$ cat src/rtl/round_sched_ctrl_if.sv
// Bundle between the top-level start/done interface, the key-schedule unit and the
// round scheduler. The master drives requests and acks; the slave is the scheduler.
interface round_sched_ctrl_if #(
  parameter int N = 6
);
  logic         start;
  logic [N-1:0] rounds;
  logic         abort;
  logic         key_ack;
  logic         busy;
  logic         load_en;
  logic         key_req;
  logic         round_en;
  logic [N-1:0] round_idx;
  logic         final_en;
  logic         done;

  modport master (
    output start, rounds, abort, key_ack,
    input  busy, load_en, key_req, round_en, round_idx, final_en, done
  );

  modport slave (
    input  start, rounds, abort, key_ack,
    output busy, load_en, key_req, round_en, round_idx, final_en, done
  );
endinterface

$ cat src/rtl/round_sched_ctrl.sv
// Round scheduler for one cipher block operation: loads the block, runs a programmable
// number of rounds (each gated on a valid round key), then latches the output block.
module round_sched_ctrl #(
  parameter int N = 6
) (
  input  logic             clk,
  input  logic             rst,
  round_sched_ctrl_if.slave bus
);

  typedef enum logic [2:0] {
    S_IDLE,
    S_INIT,
    S_KEY_WAIT,
    S_ROUND,
    S_FINAL,
    S_DONE
  } state_e;

  localparam logic [N-1:0] ONE = N'(1);

  state_e       state_q, state_d;
  logic [N-1:0] rounds_q, rounds_d;
  logic [N-1:0] round_idx_q, round_idx_d;
  logic         last_round;

  // NOTE: sequential state uses non-blocking assignments so every flop samples the
  // pre-edge values, independent of statement order.
  always_ff @(posedge clk or negedge rst) begin
    if (!rst) begin
      state_q     <= S_IDLE;
      rounds_q    <= '0;
      round_idx_q <= '0;
    end else begin
      state_q     <= state_d;
      rounds_q    <= rounds_d;
      round_idx_q <= round_idx_d;
    end
  end

  // Guarding on rounds_q != 0 keeps rounds_q-1 from ever being used as an underflowed value.
  assign last_round = (rounds_q != '0) && (round_idx_q == rounds_q - ONE);

  // NOTE: every variable gets a default at the top of the block so no path leaves it
  // unassigned, which would otherwise infer a latch.
  always_comb begin
    state_d     = state_q;
    rounds_d    = rounds_q;
    round_idx_d = round_idx_q;
    if (bus.abort && (state_q != S_IDLE)) begin
      state_d     = S_IDLE;
      round_idx_d = '0;
    end else begin
      unique case (state_q)
        S_IDLE: begin
          if (bus.start && !bus.abort) begin
            state_d     = S_INIT;
            rounds_d    = bus.rounds;
            round_idx_d = '0;
          end
        end
        S_INIT:     state_d = (rounds_q != '0) ? S_KEY_WAIT : S_FINAL;
        S_KEY_WAIT: if (bus.key_ack) state_d = S_ROUND;
        S_ROUND: begin
          round_idx_d = round_idx_q + ONE;
          state_d     = last_round ? S_FINAL : S_KEY_WAIT;
        end
        S_FINAL:    state_d = S_DONE;
        S_DONE:     state_d = S_IDLE;
        default:    state_d = S_IDLE;
      endcase
    end
  end

  always_comb begin
    bus.busy      = (state_q != S_IDLE);
    bus.load_en   = (state_q == S_INIT);
    bus.key_req   = (state_q == S_KEY_WAIT);
    bus.round_en  = (state_q == S_ROUND);
    bus.final_en  = (state_q == S_FINAL);
    bus.done      = (state_q == S_DONE);
    bus.round_idx = round_idx_q;
  end

endmodule

$ cat src/flat_wrapper.sv
// flat-port wrapper written by rule: the top's interface ports become plain ports
module round_sched_ctrl_flat 
#(
  parameter int N = 6
)
  (clk, rst, bus_start, bus_rounds, bus_abort, bus_key_ack, bus_busy, bus_load_en, bus_key_req, bus_round_en, bus_round_idx, bus_final_en, bus_done);
  round_sched_ctrl_if #(.N(N)) bus_i ();
  input  logic clk;
  input  logic rst;
  input wire logic [$bits(bus_i.start)-1:0] bus_start;
  input wire logic [$bits(bus_i.rounds)-1:0] bus_rounds;
  input wire logic [$bits(bus_i.abort)-1:0] bus_abort;
  input wire logic [$bits(bus_i.key_ack)-1:0] bus_key_ack;
  output wire logic [$bits(bus_i.busy)-1:0] bus_busy;
  output wire logic [$bits(bus_i.load_en)-1:0] bus_load_en;
  output wire logic [$bits(bus_i.key_req)-1:0] bus_key_req;
  output wire logic [$bits(bus_i.round_en)-1:0] bus_round_en;
  output wire logic [$bits(bus_i.round_idx)-1:0] bus_round_idx;
  output wire logic [$bits(bus_i.final_en)-1:0] bus_final_en;
  output wire logic [$bits(bus_i.done)-1:0] bus_done;
  assign bus_i.start = bus_start;
  assign bus_i.rounds = bus_rounds;
  assign bus_i.abort = bus_abort;
  assign bus_i.key_ack = bus_key_ack;
  assign bus_busy = bus_i.busy;
  assign bus_load_en = bus_i.load_en;
  assign bus_key_req = bus_i.key_req;
  assign bus_round_en = bus_i.round_en;
  assign bus_round_idx = bus_i.round_idx;
  assign bus_final_en = bus_i.final_en;
  assign bus_done = bus_i.done;
  round_sched_ctrl #(.N(N)) u_core (.clk(clk), .rst(rst), .bus(bus_i));
endmodule
$ cat config.mk
export PLATFORM = sky130hd
export DESIGN_NAME = round_sched_ctrl_flat
export DESIGN_NICKNAME = d
export VERILOG_FILES = /design/src/rtl/round_sched_ctrl_if.sv /design/src/rtl/round_sched_ctrl.sv /design/src/flat_wrapper.sv
export SDC_FILE = /design/constraint.sdc
export NUM_CORES = 1
export LEC_CHECK = 0
export BUFFER_PORTS_ARGS = -buffer_cell sky130_fd_sc_hd__buf_2
export CORE_MARGIN = 10
export CORE_UTILIZATION = 52
export CTS_CLUSTER_DIAMETER = 80
export DETAILED_ROUTE_END_ITERATION = 16
export GPL_TIMING_DRIVEN = 1
export PLACE_DENSITY = 0.78
export SYNTH_ARGS = -nofsm -noshare
export SYNTH_HDL_FRONTEND = slang
export SYNTH_SLANG_ARGS = --single-unit
$ cat constraint.sdc
create_clock -name clk -period 1.74 [get_ports clk]
set_input_delay 0.435 -clock clk [delete_from_list [all_inputs] [get_ports clk]]
set_output_delay 0.435 -clock clk [all_outputs]
set_load 0.01 [all_outputs]
* Yosys cells after proc, flatten, opt, wreduce, memory -nomap -nowiden
Index checks and enable logic that the tools add are counted.
Storage, ports and cells: flip-flop bits (word level) 15, output and inout bits 12, bits of input ports 11
Cells by class: reductions and logical operators 11, equal/unequal tests 8, $add $sub $neg 2, bitwise gates (word level) 1, muxes and demuxes 9
Operator list (number):
- 3-bit two-way mux | 5
- 3-bit one-hot mux with 5 select lines | 1
- 6-bit two-way mux | 2
- 6-bit one-hot mux with 2 select lines | 1
- 6-bit by 1-bit adder with 6-bit output (second input constant) | 1
- 3-bit by 2-bit == test with 1-bit output (second input constant) | 2
- 3-bit == test (second input constant) | 2
- 6-bit == test | 1
- 3-bit nonzero test | 2
- 6-bit nonzero test | 1
- 6-bit by 1-bit subtractor with 6-bit output (second input constant) | 1
- 2-bit AND reduction | 2
- 3-bit by 1-bit == test with 1-bit output (second input constant) | 1
- 1-bit logical AND | 3
- 3-bit zero test | 1
- 3-bit by 1-bit != test with 1-bit output (second input constant) | 1
- 3-bit by 2-bit != test with 1-bit output (second input constant) | 1
- 3-bit AND reduction | 1
- 1-bit zero test | 1
- 1-bit NOT | 1

* Longest topological paths before layout
word-level depth 6, depth in mapped cells 6, mapped depth without buffers 6

* Worst setup path after synthesis
OpenSTA, ideal clock, no wires.
path kind register -> register, start register u_core.state_q[2], end register u_core.rounds_q[2], required time 1.615 ns, path slack 0.201 ns, arrival 1.414 ns, stages on the path, launching flop included 6, cells stage by stage dfrtp_1 -> buf_6 -> nor3_4 -> inv_2 -> nor3_4 -> mux2_2
Between the ends: word-level cells in the longest chain between the ends 4
Ends and longest elaborated chain:
- start: declaration | RTL line round_sched_ctrl.sv:22 | state_e state_q, state_d;
- start signal: assignment | RTL line round_sched_ctrl.sv:35 | state_q <= state_d;
- 3-bit nonzero test
- named net bus_busy | RTL line flat_wrapper.sv:14 | output wire logic [$bits(bus_i.busy)-1:0] bus_busy;
- 1-bit logical AND | RTL line round_sched_ctrl.sv:50 | if (bus.abort && (state_q != S_IDLE)) begin
- 1-bit NOT (no line)
- 3-bit AND reduction (no line)
- end signal: assignment | RTL line round_sched_ctrl.sv:36 | rounds_q <= rounds_d;
- end: declaration | RTL line round_sched_ctrl.sv:23 | logic [N-1:0] rounds_q, rounds_d;
The timed path passes the listed nets, and every way through them passes these cells. A chain may end at the register's enable or synchronous reset.

* Worst setup path after layout
start register u_core.state_q[1], end output bus_round_en
Between the ends: word-level cells in the longest chain between the ends 1
Ends and longest elaborated chain:
- 3-bit by 2-bit == test with 1-bit output | RTL line round_sched_ctrl.sv:79 | bus.round_en = (state_q == S_ROUND);
- end: declaration | RTL line flat_wrapper.sv:17 | output wire logic [$bits(bus_i.round_en)-1:0] bus_round_en;
Every way passes these cells.

==> impl_metrics.py <==
metrics = {
    "status": {
        "status": "finished, final reports clean",
    },
    "finish": {
        "drive_gt1_share_pct": 35.7,
        "fin_area_um2": 1180,
        "final_cell_count_no_fill": 154,
        "fill_cells": 153,
        "antennaDiodeCount": 0,
        "area_growth_syn_to_layout_pct": 21.9,
        "final_nets": 143,
    },
    "logic_synthesis": {
        "synthAdderAreaFrac_pct": 2.59,
        "yosysTopAreaCellShare_pct": 38.9,
        "synthMuxAreaShare_pct": 5.71,
        "yosysSeqAreaShare_pct": 38.9,
        "ys_types": 35,
        "synth-xor-area-share_pct": 8.17,
        "syn-num-nets": 113,
        "ys_ff_latch": 15,
        "synth_top_family_by_area": "simple AND/OR/NAND/NOR gates",
        "yosysMostFrequentCell": "dfrtp_1",
        "synth_compound_area_share_pct": 17.0,
        "synth_area_per_cell_um2": 9.65,
        "synth-simple-area-share_pct": 22.8,
        "synth_ff_type": "dfrtp_1",
        "ys_warn_count": 0,
        "synth_edf_count": 0,
        "syn_inst": 100,
        "async_reset_ff_share_pct": 100,
        "synth_area_leaders": "dfrtp_1 39%, o21ai_0 4.7%, mux2_2 4.7%",
        "yosysTopAreaCell": "dfrtp_1",
        "synth_common_cells": "15 x dfrtp_1, 9 x o21ai_0, 7 x nand2_1, 7 x nor2_1, 5 x xnor2_1",
        "syn_area_um2": 965,
    },
    "clocking": {
        "cts_buffer_depth": 2,
        "clk_latency_ps": 290,
        "cts.htree.levels": 1,
        "clock_sinks": 15,
        "numCtsBuffers": 3,
        "cts_root_buffer": "clkbuf_4",
        "path_clk_slew_ps": 90,
        "cts_tree": "built",
        "postCtsHoldBufs": 0,
    },
    "placed_design": {
        "port_buffers": 22,
        "gp_congestion": 0.836,
        "dpl_worst_slack_ps": 108,
        "dpl_cell_area_um2": 1090,
        "dp_hpwl_mm": 1.67,
        "place_inst": 145,
    },
    "setup_path": {
        "cp-endpoint": "bus_round_en",
        "crit_required_ps": 1300,
        "start_kind": "register",
        "r2r_slack_ps": 160,
        "path_max_fanout": 6,
        "cpMaxStageDelayCell": "dfrtp_2",
        "end_kind": "output pin",
        "ff2ff_path_depth": 6,
        "critPathKind": "register to output pin",
        "max_stage_delay_ps": 450,
        "crit_arrival_ps": 1250,
        "cp_cell_sequence": "buf_4, and3b_2, buf_2",
        "r2r_end": "u_core.state_q[1]",
        "cp-startpoint": "u_core.state_q[1]",
        "r2r-start": "u_core.rounds_q[0]",
    },
    "global_routing": {
        "grt_overflow": 0,
        "grt_max_degree": 16,
        "antenna_found_initial": 0,
        "first_global_vias": 838,
        "grt_pass1_wl_mm": 3.65,
        "grt_util_all_layers_pct": 11.0,
    },
    "floorplanning": {
        "fp.dieW_um": 63.1,
        "die_height_um": 63.1,
        "coreArea_um2": 1750,
        "start_util_pct": 55.3,
        "pin_count": 23,
        "die-area_um2": 3980,
        "rows": 15,
    },
    "pwr": {
        "total_power_mw": 1.25,
        "p_per_area_nw_per_um2": 1060,
        "irDropWorstVdd_mv": 0.841,
        "leakage_nw": 0.554,
    },
    "detailed_routing": {
        "ant_nets": 0,
        "drt_iter0_markers": 30,
        "drt-wirelength-per-cell_um": 13.8,
        "drc": 0,
        "via_per_inst": 5.36,
        "finalWirelength_mm": 2.13,
        "num_vias": 826,
        "first_pass_iters": 4,
    },
    "sta": {
        "fmax_mhz": 594,
        "relSlewSlack_pct": 65.6,
        "slew_violations": 0,
        "hold_violations": 0,
        "fin_ws_ps": 57.2,
        "skew_ps": 1.09,
        "finalCriticalPeriod_ps": 1680,
        "tightest_slew_ps": 512,
        "setup_viol": 0,
        "fin_crit_sh_pct": 96.7,
    },
    "worst_hold_path": {
        "hold_path.class": "input port to asynchronous set/reset pin",
    },
    "job": {
        "max_cap_violations": 0,
    },
}
[worst min path at each step]
stage               from                       to  slack [ps]
finish               rst  u_core.bus.round_idx[2]          30
detailed placement   rst       u_core.rounds_q[2]         360
global placement     rst       u_core.rounds_q[3]         350
global route         rst  u_core.bus.round_idx[1]          40
CTS                  rst  u_core.bus.round_idx[1]          50
floorplan            rst  u_core.bus.round_idx[0]         140
[sequential cells by signal, summed over array words and instances, names as in the netlist]
signal / cells
u_core.bus.round_idx: 6
u_core.rounds_q: 6
u_core.state_q: 3
[timing repair]
item / in CTS / in global routing
resized for setup: 4 / 1
pin swaps: 0 / 2
setup endpoints to repair: 4 / 5
setup buffers: 2 / 3
[per-layer routing]
layer  part of all wire (%)  global-route usage, %  routed length, µm
met1                     43                   12.0                917
met2                     49                   18.8               1050
met3                    6.1                   4.06                130
met4                    1.4                   4.19                 29
met5                      0                      0                  0
[layout make-up]
cell class	count	area (µm²)	area share (%)
clock buffers	4	26.3	2.23
inverters	5	18.8	1.60
multi-input cells	76	559	47.6
flip-flops and latches	15	378	32.1
well taps	25	31.3	2.66
repair buffers	29	163	13.8
[critical path: cells and delay by family (launching register included)]
family / cells / cell delay, ps
and+or+nand+nor: 1 / 200
buffers and inverters: 2 / 310
DFF: 1 / 450
[where the power goes]
group / internal, mW / switching, mW / total (mW)
logic: 0.262 / 0.254 / 0.515
registers: 0.422 / 0.106 / 0.528
clock network: 0.0892 / 0.114 / 0.203
total: 0.773 / 0.474 / 1.25
[cells by family (layout without fill, tap and decap cells)]
| logic type | after synthesis | count (layout) |
|---|---|---|
| adders and majority gates | 2 | 2 |
| DFF | 15 | 15 |
| and+or+nand+nor | 36 | 36 |
| buffers and inverters | 9 | 38 |
| AOI/OAI and AO/OA | 24 | 24 |
| muxes | 5 | 5 |
| xor gates and xnor gates | 9 | 9 |
[stage by stage]
| step | util [%] | hold slack [ps] | setup TNS (ps) |
|---|---|---|---|
| floorplan | - | 139 | 0 |
| global placement | 62.7 | 355 | 0 |
| detailed placement | 62.7 | 355 | 0 |
| CTS | 65.7 | 46.6 | 0 |
| global route | 67.4 | 42.0 | -5.22 |
| finish | 67.4 | 29.1 | 0 |
[cells in the final DEF, fill, tap and decap left out, types with 2 or more instances in the layout]
cell type	netlist	layout
buf_2	1	22
dfrtp_1	15	13
o21ai_0	9	9
nand2_1	7	7
nor2_1	7	7
buf_4	1	7
xnor2_1	5	5
inv_1	4	4
nor2b_1	4	4
mux2_2	4	4
xor2_1	4	4
nor3_1	3	3
nand3_1	3	3
a21oi_1	3	3
clkbuf_4	0	3
and3b_2	2	2
nor3b_1	4	2
nor3_4	2	2
and2_1	2	2
a31oi_1	2	2
o31ai_1	2	2
ha_1	2	2
dfrtp_2	0	2
(Power assumes the default switching activity.)
